**config.mk**
```make
export PLATFORM = sky130hd
export DESIGN_NAME = io_fifo_interface_flat
export DESIGN_NICKNAME = d
export VERILOG_FILES = /design/src/rtl/io_fifo_interface_if.sv /design/src/rtl/io_fifo_interface.sv /design/src/flat_wrapper.sv
export SDC_FILE = /design/constraint.sdc
export NUM_CORES = 1
export LEC_CHECK = 0
export ABC_AREA = 1
export BUFFER_PORTS_ARGS = -buffer_cell sky130_fd_sc_hd__buf_2
export CORE_MARGIN = 2
export CORE_UTILIZATION = 53
export CTS_CLUSTER_SIZE = 24
export DETAILED_ROUTE_END_ITERATION = 10
export GPL_ROUTABILITY_DRIVEN = 0
export GPL_TIMING_DRIVEN = 0
export PLACE_DENSITY_LB_ADDON = 0.15
export SLEW_MARGIN = 25
export SYNTH_ARGS = -nofsm -noshare
export SYNTH_HDL_FRONTEND = slang
export SYNTH_SLANG_ARGS = --single-unit
```
**constraint.sdc**
```tcl
create_clock -name Clock -period 3 [get_ports Clock]
set_input_delay 0.6 -clock Clock [delete_from_list [all_inputs] [get_ports Clock]]
set_output_delay 0.6 -clock Clock [all_outputs]
set_load 0.02 [all_outputs]
```
**src/rtl/io_fifo_interface_if.sv**
```systemverilog
// CPU data-memory port and UART byte ports of the buffered UART front end.
// The slave modport is the block's side and the master modport is the surrounding system's side.
interface io_fifo_interface_if;
  logic [31:0] Addr;
  logic [31:0] WriteData;
  logic [3:0]  IO_trans;
  logic        IO_recv;
  logic [31:0] ReadData;
  logic [7:0]  UartDataIn;
  logic        UartDataInValid;
  logic        UartDataInReady;
  logic [7:0]  UartDataOut;
  logic        UartDataOutValid;
  logic        UartDataOutReady;

  modport master (
    output Addr, WriteData, IO_trans, IO_recv, UartDataInReady, UartDataOut, UartDataOutValid,
    input  ReadData, UartDataIn, UartDataInValid, UartDataOutReady
  );

  modport slave (
    input  Addr, WriteData, IO_trans, IO_recv, UartDataInReady, UartDataOut, UartDataOutValid,
    output ReadData, UartDataIn, UartDataInValid, UartDataOutReady
  );
endinterface

```
**src/rtl/io_fifo_interface.sv**
```systemverilog
// Memory-mapped UART front end: RX/TX byte FIFOs, a status register, sticky
// overflow/drop flags and a flush/clear control register in a 16-byte window.
module io_fifo_interface #(
  parameter logic [31:0] BASE_ADDR = 32'h8000_0000,
  parameter int          RX_DEPTH  = 8,
  parameter int          TX_DEPTH  = 8
) (
  input  logic                 Clock,
  input  logic                 Reset,
  io_fifo_interface_if.slave   bus
);

  localparam int RX_AW = $clog2(RX_DEPTH);
  localparam int TX_AW = $clog2(TX_DEPTH);
  localparam int RX_CW = RX_AW + 1;
  localparam int TX_CW = TX_AW + 1;

  localparam logic [31:0] STATUS_ADDR = BASE_ADDR;
  localparam logic [31:0] RX_ADDR     = BASE_ADDR + 32'h4;
  localparam logic [31:0] TX_ADDR     = BASE_ADDR + 32'h8;
  localparam logic [31:0] CTRL_ADDR   = BASE_ADDR + 32'hC;

  logic [7:0]       rx_mem [RX_DEPTH];
  logic [RX_AW-1:0] rx_wr_ptr, rx_rd_ptr;
  logic [RX_CW-1:0] rx_count;
  logic [7:0]       tx_mem [TX_DEPTH];
  logic [TX_AW-1:0] tx_wr_ptr, tx_rd_ptr;
  logic [TX_CW-1:0] tx_count;
  logic             rx_overflow, tx_drop;

  logic rx_full, rx_empty, tx_full, tx_empty;
  logic store, ctrl_wr, clear_flags, flush_rx, flush_tx;
  logic rx_push, rx_pop, rx_ovf_set;
  logic tx_push, tx_pop, tx_push_req, tx_drop_set;
  logic unused_wdata;

  assign rx_full  = (rx_count == RX_CW'(RX_DEPTH));
  assign rx_empty = (rx_count == '0);
  assign tx_full  = (tx_count == TX_CW'(TX_DEPTH));
  assign tx_empty = (tx_count == '0);

  // Store and load strobes are decoded independently so one cycle can do both.
  assign store       = |bus.IO_trans;
  assign ctrl_wr     = store && (bus.Addr == CTRL_ADDR);
  assign clear_flags = ctrl_wr && bus.WriteData[0];
  assign flush_rx    = ctrl_wr && bus.WriteData[1];
  assign flush_tx    = ctrl_wr && bus.WriteData[2];

  // A pop on a full FIFO frees the slot the same-cycle push lands in.
  assign rx_pop     = bus.IO_recv && (bus.Addr == RX_ADDR) && !rx_empty;
  assign rx_push    = bus.UartDataOutValid && (!rx_full || rx_pop);
  assign rx_ovf_set = bus.UartDataOutValid && rx_full && !rx_pop && !flush_rx;

  assign tx_pop      = !tx_empty && bus.UartDataInReady;
  assign tx_push_req = store && (bus.Addr == TX_ADDR);
  assign tx_push     = tx_push_req && (!tx_full || tx_pop);
  assign tx_drop_set = tx_push_req && tx_full && !tx_pop && !flush_tx;

  assign unused_wdata = ^bus.WriteData[31:8];

  // NOTE: state registers use non-blocking assignments so every process sees
  // pre-edge values and simulation order cannot change the result.
  always_ff @(posedge Clock or negedge Reset) begin
    if (!Reset) begin
      rx_wr_ptr <= '0;
      rx_rd_ptr <= '0;
      rx_count  <= '0;
    end else if (flush_rx) begin
      rx_wr_ptr <= '0;
      rx_rd_ptr <= '0;
      rx_count  <= '0;
    end else begin
      if (rx_push) rx_wr_ptr <= rx_wr_ptr + 1'b1;
      if (rx_pop)  rx_rd_ptr <= rx_rd_ptr + 1'b1;
      case ({rx_push, rx_pop})
        2'b10:   rx_count <= rx_count + 1'b1;
        2'b01:   rx_count <= rx_count - 1'b1;
        default: rx_count <= rx_count;
      endcase
    end
  end

  always_ff @(posedge Clock or negedge Reset) begin
    if (!Reset) begin
      tx_wr_ptr <= '0;
      tx_rd_ptr <= '0;
      tx_count  <= '0;
    end else if (flush_tx) begin
      tx_wr_ptr <= '0;
      tx_rd_ptr <= '0;
      tx_count  <= '0;
    end else begin
      if (tx_push) tx_wr_ptr <= tx_wr_ptr + 1'b1;
      if (tx_pop)  tx_rd_ptr <= tx_rd_ptr + 1'b1;
      case ({tx_push, tx_pop})
        2'b10:   tx_count <= tx_count + 1'b1;
        2'b01:   tx_count <= tx_count - 1'b1;
        default: tx_count <= tx_count;
      endcase
    end
  end

  // NOTE: the storage arrays are deliberately not reset; the counts define
  // what is valid and stale entries are never presented.
  always_ff @(posedge Clock) begin
    if (rx_push) rx_mem[rx_wr_ptr] <= bus.UartDataOut;
    if (tx_push) tx_mem[tx_wr_ptr] <= bus.WriteData[7:0];
  end

  // A new event in the same cycle as a clear keeps the flag set.
  always_ff @(posedge Clock or negedge Reset) begin
    if (!Reset) begin
      rx_overflow <= 1'b0;
      tx_drop     <= 1'b0;
    end else begin
      if (rx_ovf_set)       rx_overflow <= 1'b1;
      else if (clear_flags) rx_overflow <= 1'b0;
      if (tx_drop_set)      tx_drop <= 1'b1;
      else if (clear_flags) tx_drop <= 1'b0;
    end
  end

  // NOTE: the default assignment first keeps this combinational block from
  // inferring a latch for unselected addresses.
  always_comb begin
    bus.ReadData = '0;
    case (bus.Addr)
      STATUS_ADDR: bus.ReadData = {8'h00, 8'(tx_count), 8'(rx_count), 3'b000,
                                   tx_drop, tx_empty, rx_overflow, !rx_empty, !tx_full};
      RX_ADDR:     bus.ReadData = rx_empty ? 32'h0 : {24'h0, rx_mem[rx_rd_ptr]};
      default:     bus.ReadData = '0;
    endcase
  end

  assign bus.UartDataInValid  = !tx_empty;
  assign bus.UartDataIn       = tx_empty ? 8'h00 : tx_mem[tx_rd_ptr];
  assign bus.UartDataOutReady = 1'b1;

endmodule

```
**src/flat_wrapper.sv**
```systemverilog
// flat-port wrapper written by rule: the top's interface ports become plain ports
module io_fifo_interface_flat 
#(
  parameter logic [31:0] BASE_ADDR = 32'h8000_0000,
  parameter int          RX_DEPTH  = 8,
  parameter int          TX_DEPTH  = 8
)
  (Clock, Reset, bus_Addr, bus_WriteData, bus_IO_trans, bus_IO_recv, bus_UartDataInReady, bus_UartDataOut, bus_UartDataOutValid, bus_ReadData, bus_UartDataIn, bus_UartDataInValid, bus_UartDataOutReady);
  io_fifo_interface_if bus_i ();
  input  logic Clock;
  input  logic Reset;
  input wire logic [$bits(bus_i.Addr)-1:0] bus_Addr;
  input wire logic [$bits(bus_i.WriteData)-1:0] bus_WriteData;
  input wire logic [$bits(bus_i.IO_trans)-1:0] bus_IO_trans;
  input wire logic [$bits(bus_i.IO_recv)-1:0] bus_IO_recv;
  input wire logic [$bits(bus_i.UartDataInReady)-1:0] bus_UartDataInReady;
  input wire logic [$bits(bus_i.UartDataOut)-1:0] bus_UartDataOut;
  input wire logic [$bits(bus_i.UartDataOutValid)-1:0] bus_UartDataOutValid;
  output wire logic [$bits(bus_i.ReadData)-1:0] bus_ReadData;
  output wire logic [$bits(bus_i.UartDataIn)-1:0] bus_UartDataIn;
  output wire logic [$bits(bus_i.UartDataInValid)-1:0] bus_UartDataInValid;
  output wire logic [$bits(bus_i.UartDataOutReady)-1:0] bus_UartDataOutReady;
  assign bus_i.Addr = bus_Addr;
  assign bus_i.WriteData = bus_WriteData;
  assign bus_i.IO_trans = bus_IO_trans;
  assign bus_i.IO_recv = bus_IO_recv;
  assign bus_i.UartDataInReady = bus_UartDataInReady;
  assign bus_i.UartDataOut = bus_UartDataOut;
  assign bus_i.UartDataOutValid = bus_UartDataOutValid;
  assign bus_ReadData = bus_i.ReadData;
  assign bus_UartDataIn = bus_i.UartDataIn;
  assign bus_UartDataInValid = bus_i.UartDataInValid;
  assign bus_UartDataOutReady = bus_i.UartDataOutReady;
  io_fifo_interface #(.BASE_ADDR(BASE_ADDR), .RX_DEPTH(RX_DEPTH), .TX_DEPTH(TX_DEPTH)) u_core (.Clock(Clock), .Reset(Reset), .bus(bus_i));
endmodule
```
### Word-level counts from Yosys, hierarchy flattened

Memories as Yosys holds them, arrays and structs flattened.
Cells that the tools add are included.

* bitwise gates (word level): 0
* $add $sub $neg: 8
* shift operators: 0
* muxes and demuxes: 22
* reductions and logical operators: 37
* order comparisons: 0
* $mul: 0
* equality and inequality tests: 10
* divide/modulo/power cells: 0

Operators with widths (count)
* 32-bit equality test, second input constant: 4
* 32-bit case mux with 2 select lines: 1
* 3-bit two-way mux: 8
* 1-bit logical AND: 16
* 8-bit two-way mux: 2
* 4-bit case mux with 2 select lines: 2
* 3-bit by 1-bit adder with 3-bit output, second input constant: 4
* 2-bit nonzero test: 6
* 4-bit by 1-bit adder with 4-bit output, second input constant: 2
* 4-bit equality test, second input constant: 2
* 1-bit logical NOT: 8
* 4-bit logical NOT: 2
* 4-bit two-way mux: 2
* 4-bit by 1-bit subtractor with 4-bit output, second input constant: 2
* 1-bit two-way mux: 7
* 3-bit nonzero test: 2
* 2-bit by 1-bit equality test with 1-bit output, second input constant: 2
* 2-bit equality test, second input constant: 2
* 4-bit OR reduction: 1
* 1-bit logical OR: 2

* bits in latches: 0
* RAM bits: 128
* register bits after elaboration: 22
* memories kept: 2
* bits in read-only memories: 0
* output and inout bits: 42

Memory list
* u_core.rx_mem: words 8, bits a word 8, read ports 1, clocked after Yosys merged registers in 0, wr ports 1, line io_fifo_interface.sv:23 `logic [7:0] rx_mem [RX_DEPTH];`
* u_core.tx_mem: words 8, bits a word 8, read ports 1, clocked after Yosys merged registers in 0, wr ports 1, line io_fifo_interface.sv:26 `logic [7:0] tx_mem [TX_DEPTH];`

### Depth between registers and ports, before layout

Gate-level depths: netlist of the first run.

* depth in word-level cells: 8
* depth in mapped cells: 18
* mapped depth without buffers: 18

### Worst setup path before layout of the first run

Ideal clock, no wire load.

* path kind: in2reg
* from: input bus_Addr[23]
* to: memory u_core.tx_mem[1][0], enable pin
* path slack: 0.415 ns
* stages: 9
* arrival time: 2.201 ns
* setup time: 0.383 ns
* path through: nor2_1 -> nand2_1 -> nor2_2 -> nand2_4 -> nor4_4 -> nand3_1 -> inv_1 -> nand2_1 -> nor3_1

* cells in the longest elaborated chain, start to end: 5

Ends and longest elaborated chain
* start: declaration: line flat_wrapper.sv:12 `input wire logic [$bits(bus_i.Addr)-1:0] bus_Addr;`
* 32-bit equality test: line io_fifo_interface.sv:55 `assign tx_push_req = store && (bus.Addr == TX_ADDR);`
* 1-bit logical AND: line io_fifo_interface.sv:55
* 1-bit logical AND: line io_fifo_interface.sv:56 `assign tx_push = tx_push_req && (!tx_full || tx_pop);`
* 1-bit two-way mux: line io_fifo_interface.sv:107 `if (tx_push) tx_mem[tx_wr_ptr] <= bus.WriteData[7:0];`
* 1-bit two-way mux (not written as such): line io_fifo_interface.sv:107
* end: declaration: line io_fifo_interface.sv:26

Every way passes these cells.

### Worst setup path in the final report of the first run

* from: register u_core.tx_rd_ptr[0]
* to: output bus_UartDataIn[0]

* cells in the longest elaborated chain, start to end: 2

Ends and longest elaborated chain
* start: declaration: line io_fifo_interface.sv:27 `logic [TX_AW-1:0] tx_wr_ptr, tx_rd_ptr;`
* start signal: assignment: line io_fifo_interface.sv:94 `if (tx_pop) tx_rd_ptr <= tx_rd_ptr + 1'b1;`
* memory read 8 x 8 bit
* 8-bit two-way mux: line io_fifo_interface.sv:136 `assign bus.UartDataIn = tx_empty ? 8'h00 : tx_mem[tx_rd_ptr];`
* end: declaration: line flat_wrapper.sv:20 `output wire logic [$bits(bus_i.UartDataIn)-1:0] bus_UartDataIn;`

Every way passes these cells.

==> flow_metrics.env, run 1 <==
export IMPL_status="completed"
export IMPL_fin_crit_ns=2.90
export IMPL_crit_arrival_ns=2.30
export IMPL_vias=5033
export IMPL_yosysMostFrequentCell="nor2_1"
export IMPL_ys_ff_latch=150
export IMPL_hp_class="in -> async"
export IMPL_rows=41
export IMPL_hold_worst_slack_ns=0.151
export IMPL_final_setup_skew_ns=0.00923
export IMPL_ir_drop_uv=445
export IMPL_synth_compound_area_share_pct=10.8
export IMPL_post_cts_buffers=0
export IMPL_root_buffer="clkbuf_16"
export IMPL_worstSkewPairLatency_ns=0.42
export IMPL_slew_viol_final=0
export IMPL_antenna_found_initial=0
export IMPL_synthFlopType="edfxtp_1"
export IMPL_fin_crit_sh_pct=96.6
export IMPL_grt_overflow=0
export IMPL_grt_start_max_net_pins=23
export IMPL_layout_nets=847
export IMPL_num_io_pins=123
export IMPL_yosysUniqueCellTypes=40
export IMPL_dieArea_um2=13800
export IMPL_stdcell_count=943
export IMPL_cts_sinks=150
export IMPL_tightest_slew_ns=0.871
export IMPL_antennaDiodeCount=0
export IMPL_drive_above_1_share_pct=23.2
export IMPL_ant_nets=0
export IMPL_synth_area_um2=6840
export IMPL_critPathLaunchType="flop"
export IMPL_cellLeakagePower_nw=3.30
export IMPL_drc=0
export IMPL_yosys_area_top_type="edfxtp_1"
export IMPL_yosysSeqAreaShare_pct=64.3
export IMPL_grtUsageTotal_pct=23.2
export IMPL_numCtsBuffers=17
export IMPL_drt_wl_total_um=15500
export IMPL_ys_warn_count=0
export IMPL_synth_common_cells="nor2_1, edfxtp_1, nand2_1, o21ai_0, inv_1"
export IMPL_synthSimpleGateAreaFrac_pct=16.5
export IMPL_ff2ff_path_depth=16
export IMPL_crit_fanout=10
export IMPL_grt_pass1_wl_um=24700
export IMPL_drtIter0Drc=405
export IMPL_maxCapViolCount=0
export IMPL_cts_tree="yes"
export IMPL_drtPass1Iterations=5
export IMPL_syn_instance_count=643
export IMPL_synth_top_area_share_pct=56.2
export IMPL_timing_fmax_mhz=345
export IMPL_cp_required_ns=2.40
export IMPL_cts_path_max_buffers=2
export IMPL_start_util_pct=54.2
export IMPL_syn_avg_cell_area_um2=10.6
export IMPL_synth_fa_ha_area_share_pct=1.46
export IMPL_chipHeight_um=118
export IMPL_setup_viol=0
export IMPL_critical_path_class="reg -> out"
export IMPL_rsz0062_at_grt="false"
export IMPL_port_buffers=81
export IMPL_synth_top_family_by_area="simple AND/OR/NAND/NOR gates"
export IMPL_synth_area_mux_share_pct=0.146
export IMPL_placed_cells=913
export IMPL_vias_per_cell=5.34
export IMPL_synth_edf_count=128
export IMPL_die_x_um=118
export IMPL_ys_top_cells_by_area="edfxtp_1, dfrtp_1, nor2_1, o21ai_0, nand2_1"
export IMPL_ys_async_sr_fraction_pct=14.7
export IMPL_grt_pass1_vias=4932
export IMPL_slew_headroom_pct=41.7
export IMPL_fillCellCount=1002
export IMPL_core_region_area_um2=12600
export IMPL_path_clk_slew_ns=0.06
export IMPL_post_drt_wl_per_cell_um=16.5
export IMPL_hold_violations=0
export IMPL_endpoint_kind="primary output"
export IMPL_hpwl_um=10700
export IMPL_htreeDepth=4
export IMPL_syn2layout_area_growth_pct=19.9
export IMPL_synth_xor_area_share_pct=0.769
export IMPL_power_density_nw_per_um2=792
export IMPL_cts_hold_repair_buffers=0
critical path, stage by stage (launching register included):
cell	delay (ns)
dfrtp_1	0.38
clkbuf_1	0.19
inv_1	0.19
clkbuf_2	0.30
nor2_1	0.08
o22ai_1	0.18
o21ai_0	0.14
a31oi_1	0.22
buf_2	0.20
cell families after synthesis:
logic type	count (synthesis)
AOI/OAI and AO/OA	127
xor gates and xnor gates	6
adders and majority gates	8
buffers and inverters	90
DFF	150
muxes	1
other	2
and+or+nand+nor	259
sequential cells by signal, indices dropped and copies added, names as in the netlist:
signal,flops
u_core.rx_wr_ptr,3
u_core.tx_mem,64
u_core.tx_rd_ptr,3
u_core.rx_overflow,1
u_core.tx_wr_ptr,3
u_core.rx_rd_ptr,3
u_core.tx_count,4
u_core.rx_mem,64
u_core.rx_count,4
u_core.tx_drop,1
worst paths after layout:
kind,start,to,slack [ns]
max in group asynchronous,Reset,u_core.tx_count[2],2.48
max reg2reg,u_core.tx_count[1],u_core.tx_count[2],0.53
min reg2reg,u_core.tx_drop,u_core.tx_drop,0.50
max,u_core.tx_rd_ptr[0],bus_UartDataIn[0],0.10
min,Reset,u_core.rx_count[0],0.15
min in group Clock,bus_UartDataOut[5],u_core.rx_mem[4][5],0.45
cell type report:
class                   count  area [µm²]  share of cell area, %
repair buffers             83         420                   5.13
clock buffers              18         429                   5.24
inverters                  51         196                   2.40
flip-flops and latches    150        4390                   53.6
plain buffers              37         223                   2.72
multi-input cells         418        2140                   26.1
clock inverters            14         174                   2.12
well taps                 172         215                   2.63
where the power goes:
group	leakage, nW	switching, mW	total [mW]	internal [mW]
registers	1.41	0.138	2.64	2.50
logic	1.61	1.12	1.68	0.551
clock network	0.279	0.857	2.17	1.32
per-layer routing:
layer	global-route usage (%)	vias up	share of wire [%]
li1	-	2446	-
met1	27.0	2373	40
met2	41.7	182	52
met3	4.70	32	5.0
met4	10.1	0	2.3
met5	0	-	0
placed cells by master (no fill, tap or decap), drive strengths merged:
cell and count:
clkbuf 36, o211ai 1, nand3 14, clkinvlp 6
nor4 3, o221ai 1, dfrtp 22, o32ai 15
nand2 77, nor2 147, a211oi 1, nor3b 1
clkinv 4, o21bai 5, bufinv 3, buf 102
xnor2 3, edfxtp 128, nand4 3, o21ai 72
xor2 3, a31oi 8, conb 17, ha 8
o31ai 1, o22ai 9, nor3 13, mux2i 1
inv 52, a21oi 14, and3 1
stage by stage:
step | area [µm²] | total power [mW] | util, % | setup WS (ns) | TNS, ns
2_1_floorplan | 6890 | 3.80 | - | 0.415 | 0
3_3_place_gp | 7510 | 4.28 | 59.5 | -0.454 | -22.81
3_5_place_dp | 7570 | 4.32 | 60.0 | -0.0350 | -0.477
4_1_cts | 8190 | 6.48 | 64.9 | 0.00862 | 0
5_1_grt | 8190 | 6.81 | 64.9 | 0.000545 | 0
6_report | 8190 | 6.49 | 64.9 | 0.103 | 0
repair_timing:
action / 4_1_cts / 5_1_grt
gates cloned: 0 / 0
resized for setup: 9 / 17
pin swaps: 0 / 0
endpoints found under the setup margin: 11 / 16
No activity file was read; power rests on OpenSTA's default activity.
==> run 2: changes to the inputs <==
==> constraint.sdc (replaced) <==
create_clock -name Clock -period 3.2 [get_ports Clock]
set_input_delay 0.64 -clock Clock [delete_from_list [all_inputs] [get_ports Clock]]
set_output_delay 0.64 -clock Clock [all_outputs]
set_load 0.02 [all_outputs]
==> run 2 against run 1 <==
  * Sequential share of layout area up 0.12 points
  * Non-clock buffer count up 1
  * Wire length down 0.17%
  * Via count down 0.14%
  * Flip-flop and latch count unchanged
  * First-iteration DRC count up 3.2%
  * Register-to-register slack better by 0.21 ns
  * Critical path depth up 2
  * Largest cell class unchanged
  * Final area down 0.23%
  * Clock skew about the same
  * Cell count up 0.11%
==> flow_metrics.env, run 2 (synthesis gave the netlist of run 1 again) <==
export IMPL_power_density_nw_per_um2=742
export IMPL_cts_sinks=150
export IMPL_worstSkewPairLatency_ns=0.42
export IMPL_startpoint="bus_Addr[23]"
export IMPL_slew_viol_final=0
export IMPL_status="completed"
export IMPL_final_common_cell="nor2_1"
export IMPL_dieArea_um2=13800
export IMPL_start_util_pct=54.2
export IMPL_cp_required_ns=2.56
export IMPL_antennaDiodeCount=0
export IMPL_placed_cells=913
export IMPL_drive_above_1_share_pct=21.8
export IMPL_path_clk_slew_ns=0.06
export IMPL_hpwl_um=10700
export IMPL_drt_wl_total_um=15500
export IMPL_grt_pass1_wl_um=24700
export IMPL_endpoint_kind="primary output"
export IMPL_wl_met3_um=840
export IMPL_critical_path_class="in -> out"
export IMPL_drtPass1Iterations=5
export IMPL_hold_violations=0
export IMPL_slew_headroom_pct=41.9
export IMPL_ant_nets=0
export IMPL_syn2layout_area_growth_pct=19.6
export IMPL_num_io_pins=123
export IMPL_final_setup_skew_ns=0.00901
export IMPL_cts_tree="yes"
export IMPL_finalPower_mw=6.07
export IMPL_hp_class="in -> async"
export IMPL_core_region_area_um2=12600
export IMPL_top_layer_used="met4"
export IMPL_grt_overflow=0
export IMPL_root_buffer="clkbuf_16"
export IMPL_drc=0
export IMPL_cts_hold_repair_buffers=0
export IMPL_critPathLaunchType="input pin"
export IMPL_tightest_slew_ns=0.868
export IMPL_wl_met2_um=8110
export IMPL_grtUsageTotal_pct=23.2
export IMPL_maxCapViolCount=0
export IMPL_final_setup_tns_ns=0
export IMPL_antenna_found_initial=0
export IMPL_final_cell_mix="nor2_1, edfxtp_1, buf_2, nand2_1, o21ai_0"
export IMPL_stdcell_count=944
export IMPL_grt_start_max_net_pins=23
export IMPL_r2r_start="u_core.tx_count[1]"
export IMPL_ff2ff_path_depth=16
export IMPL_crit_fanout=7
export IMPL_post_drt_wl_per_cell_um=16.4
export IMPL_fin_crit_sh_pct=93.5
export IMPL_vias_per_cell=5.32
export IMPL_die_x_um=118
export IMPL_reg_largest_list="u_core.rx_mem: 64 flops, u_core.tx_mem: 64 flops"
export IMPL_setup_viol=0
export IMPL_cellLeakagePower_nw=3.28
export IMPL_chipHeight_um=118
export IMPL_grt_pass1_vias=4926
export IMPL_ir_drop_uv=416
export IMPL_fin_crit_ns=2.99
export IMPL_vias=5026
export IMPL_numCtsBuffers=17
export IMPL_rsz0062_at_grt="false"
export IMPL_wl_met1_um=6210
export IMPL_layout_nets=848
export IMPL_post_cts_buffers=0
export IMPL_crit_arrival_ns=2.35
export IMPL_port_buffers=81
export IMPL_final_core_util_pct=64.8
export IMPL_rows=41
export IMPL_timing_fmax_mhz=334
export IMPL_cts_path_max_buffers=2
export IMPL_drtIter0Drc=418
export IMPL_htreeDepth=4
run 2: changes by cell type in the layout (fill, tap and decap cells not counted), moves of 2 or more:
| cell | delta |
|---|---|
| clkbuf_1 | +7 |
| inv_2 | -2 |
| buf_4 | -2 |
| clkbuf_2 | -6 |
| buf_2 | +2 |
| clkinv_1 | +2 |
run 2: routing by layer:
metal  vias up  GRT usage, %
met5         -             0
met4         0          10.1
met3        33          4.70
met2       184          41.6
met1      2360          27.0
li1       2449             -
run 2: critical path, stage by stage:
cell,delay (ns)
buf_2,0.09
nor2_1,0.09
nand2_1,0.08
nor2_2,0.17
nand2_4,0.10
nor2_8,0.18
nand2_1,0.27
a21oi_1,0.36
o21bai_1,0.15
buf_2,0.20
run 2: final cells by class:
cell class                 instances  area (µm²)
buffer                            38         214
inverter                          51         193
multi-input combinational        418        2130
sequential                       150        4390
clock inverter                    14         174
clock buffer                      18         429
fill                            1004        4450
tap                              172         215
timing repair buffer              83         420
run 2: final timing paths:
path                                       endpoint  slack, ns
worst max register to register   u_core.tx_count[2]       0.74
worst max-delay path                bus_ReadData[3]       0.21
worst min-delay path             u_core.rx_count[0]       0.19
max in group asynchronous        u_core.tx_count[2]       2.64
min in group Clock              u_core.rx_mem[4][6]       0.49
worst min register to register       u_core.tx_drop       0.50
run 2: repair_timing:
item                                    in CTS  in global routing
gates resized for setup                      3                  7
gates cloned                                 0                  0
endpoints found under the setup margin       4                  9
run 2: report_power, final:
group	internal, mW	switching (mW)	total [mW]
combinational	0.510	1.05	1.56
clock	1.23	0.802	2.04
sequential	2.34	0.128	2.47
total	4.09	1.98	6.07
run 2: through the flow:
stage	hold WS, ns	setup slack (ns)	cell area (µm²)
final	0.193	0.209	8170
after CTS	0.205	0.0480	8170
after floorplan	0.344	0.575	6890
after global placement	0.471	-0.294	7510
after detailed placement	0.473	0.125	7570
after global routing	0.225	0.0330	8170
==> run 3: changes to the inputs <==
==> constraint.sdc (replaced) <==
create_clock -name Clock -period 3.2 [get_ports Clock]
set_input_delay 0.64 -clock Clock [delete_from_list [all_inputs] [get_ports Clock]]
set_output_delay 0.64 -clock Clock [all_outputs]
set_load 0.05 [all_outputs]
==> run 3 against run 2 <==
  * Clock skew down 0.0012 ns
  * First-iteration DRC count is 0.48% lower
  * Combinational power increased by 17%
  * Wire length increased by 0.41%
  * Core utilization barely moved
  * Via count increased by 0.46%
  * Cell count stayed put
  * Highest routed layer unchanged
  * Flip-flop and latch count stayed put
  * Critical path depth did not move
==> flow_metrics.env, run 3 (synthesis gave the netlist of run 1 again) <==
export IMPL_status="completed"
export IMPL_ant_nets=0
export IMPL_antenna_found_initial=0
export IMPL_power_density_nw_per_um2=773
export IMPL_setup_viol=0
export IMPL_vias=5049
export IMPL_layout_nets=848
export IMPL_endpoint_kind="primary output"
export IMPL_design_area_um2=8180
export IMPL_numCtsBuffers=17
export IMPL_critPathLaunchType="input pin"
export IMPL_final_cell_mix="nor2_1, edfxtp_1, buf_2, nand2_1, o21ai_0"
export IMPL_path_clk_slew_ns=0.06
export IMPL_die_x_um=118
export IMPL_crit_fanout=7
export IMPL_reg_largest_list="u_core.rx_mem: 64 flops, u_core.tx_mem: 64 flops"
export IMPL_hold_violations=0
export IMPL_dieArea_um2=13800
export IMPL_reg2reg_to="u_core.tx_count[2]"
export IMPL_drive_above_1_share_pct=22.2
export IMPL_hp_class="in -> async"
export IMPL_grt_overflow=0
export IMPL_slew_viol_final=0
export IMPL_stdcell_count=944
export IMPL_grt_pass1_vias=4937
export IMPL_fillCellCount=1003
export IMPL_final_common_cell="nor2_1"
export IMPL_final_setup_skew_ns=0.00778
export IMPL_htreeDepth=4
export IMPL_start_util_pct=54.2
export IMPL_placed_cells=913
export IMPL_regArea_um2=4390
export IMPL_grt_pass1_wl_um=24700
export IMPL_post_drt_wl_per_cell_um=16.5
export IMPL_port_buffers=81
export IMPL_vias_per_cell=5.35
export IMPL_drtIter0Drc=416
export IMPL_drc=0
export IMPL_cts_hold_repair_buffers=0
export IMPL_worstSkewPairLatency_ns=0.42
export IMPL_multi_input_area_um2=2130
export IMPL_ir_drop_uv=419
export IMPL_ff2ff_path_depth=16
export IMPL_tightest_slew_ns=0.885
export IMPL_chipHeight_um=118
export IMPL_antennaDiodeCount=0
export IMPL_final_core_util_pct=64.8
export IMPL_cts_tree="yes"
export IMPL_maxCapViolCount=0
export IMPL_slew_headroom_pct=40.8
export IMPL_fin_crit_sh_pct=95.3
export IMPL_critical_path_class="in -> out"
export IMPL_cellLeakagePower_nw=3.29
export IMPL_crit_arrival_ns=2.41
export IMPL_grtUsageTotal_pct=23.2
export IMPL_core_region_area_um2=12600
export IMPL_syn2layout_area_growth_pct=19.7
export IMPL_cp_required_ns=2.56
export IMPL_timing_fmax_mhz=328
export IMPL_root_buffer="clkbuf_16"
export IMPL_drt_wl_total_um=15600
export IMPL_r2r_slack_ns=0.72
export IMPL_hold_worst_slack_ns=0.192
export IMPL_fin_ws_ns=0.149
export IMPL_cts_path_max_buffers=2
export IMPL_r2r_start="u_core.tx_count[1]"
export IMPL_final_setup_tns_ns=0
export IMPL_rsz0062_at_grt="false"
export IMPL_rows=41
export IMPL_finalPower_mw=6.33
export IMPL_dpl_cell_area_um2=7570
export IMPL_num_io_pins=123
export IMPL_hpwl_um=10700
export IMPL_cts_sinks=150
export IMPL_pre_cts_slack_ns=0.119
export IMPL_fin_crit_ns=3.05
export IMPL_drtPass1Iterations=6
export IMPL_grt_start_max_net_pins=23
[run 3: worst max-delay path: stages]
cell and delay (ns):
buf_2 0.09, nor2_1 0.09, nand2_1 0.08, nor2_2 0.17, nand2_4 0.10, nor2_8 0.18, nand2_1 0.28, a21oi_1 0.31
o21bai_1 0.16, buf_2 0.30
[run 3: layout make-up]
type,count,area share [%]
clock buffer,18,5.25
timing repair buffer,83,5.17
multi-input combinational,418,26.1
sequential,150,53.7
inverter,51,2.36
clock inverter,14,2.13
buffer,38,2.66
tap,172,2.63
[run 3: worst max path at each step]
stage | from | to | slack [ns] | cells after the start
global route | u_core.rx_rd_ptr[2] | bus_ReadData[2] | 0.005 | 6
CTS | u_core.tx_rd_ptr[0] | bus_UartDataIn[0] | 0.004 | 8
detailed placement | bus_Addr[23] | bus_ReadData[3] | 0.12 | 10
finish | bus_Addr[23] | bus_ReadData[4] | 0.15 | 10
floorplan | u_core.tx_count[1] | bus_ReadData[3] | 0.37 | 5
global placement | bus_Addr[23] | u_core.tx_mem[7][7] | -0.29 | 10
[run 3: where the power goes]
| part | total, mW | internal [mW] | switching (mW) |
|---|---|---|---|
| logic | 1.82 | 0.514 | 1.31 |
| registers | 2.47 | 2.34 | 0.128 |
| clock network | 2.04 | 1.23 | 0.803 |
| total | 6.33 | 4.09 | 2.24 |
[run 3: repair_timing]
action,CTS,global route
buffers inserted,0,0
endpoints found under the setup margin,8,16
gates resized for setup,5,11
[run 3: metal layers]
metal | vias to the layer above | global-route usage (%) | wire, µm
met3 | 31 | 4.70 | 829
met2 | 192 | 41.7 | 8200
met1 | 2380 | 27.0 | 6210
li1 | 2446 | - | -
met5 | - | 0 | 0
met4 | 0 | 10.1 | 334
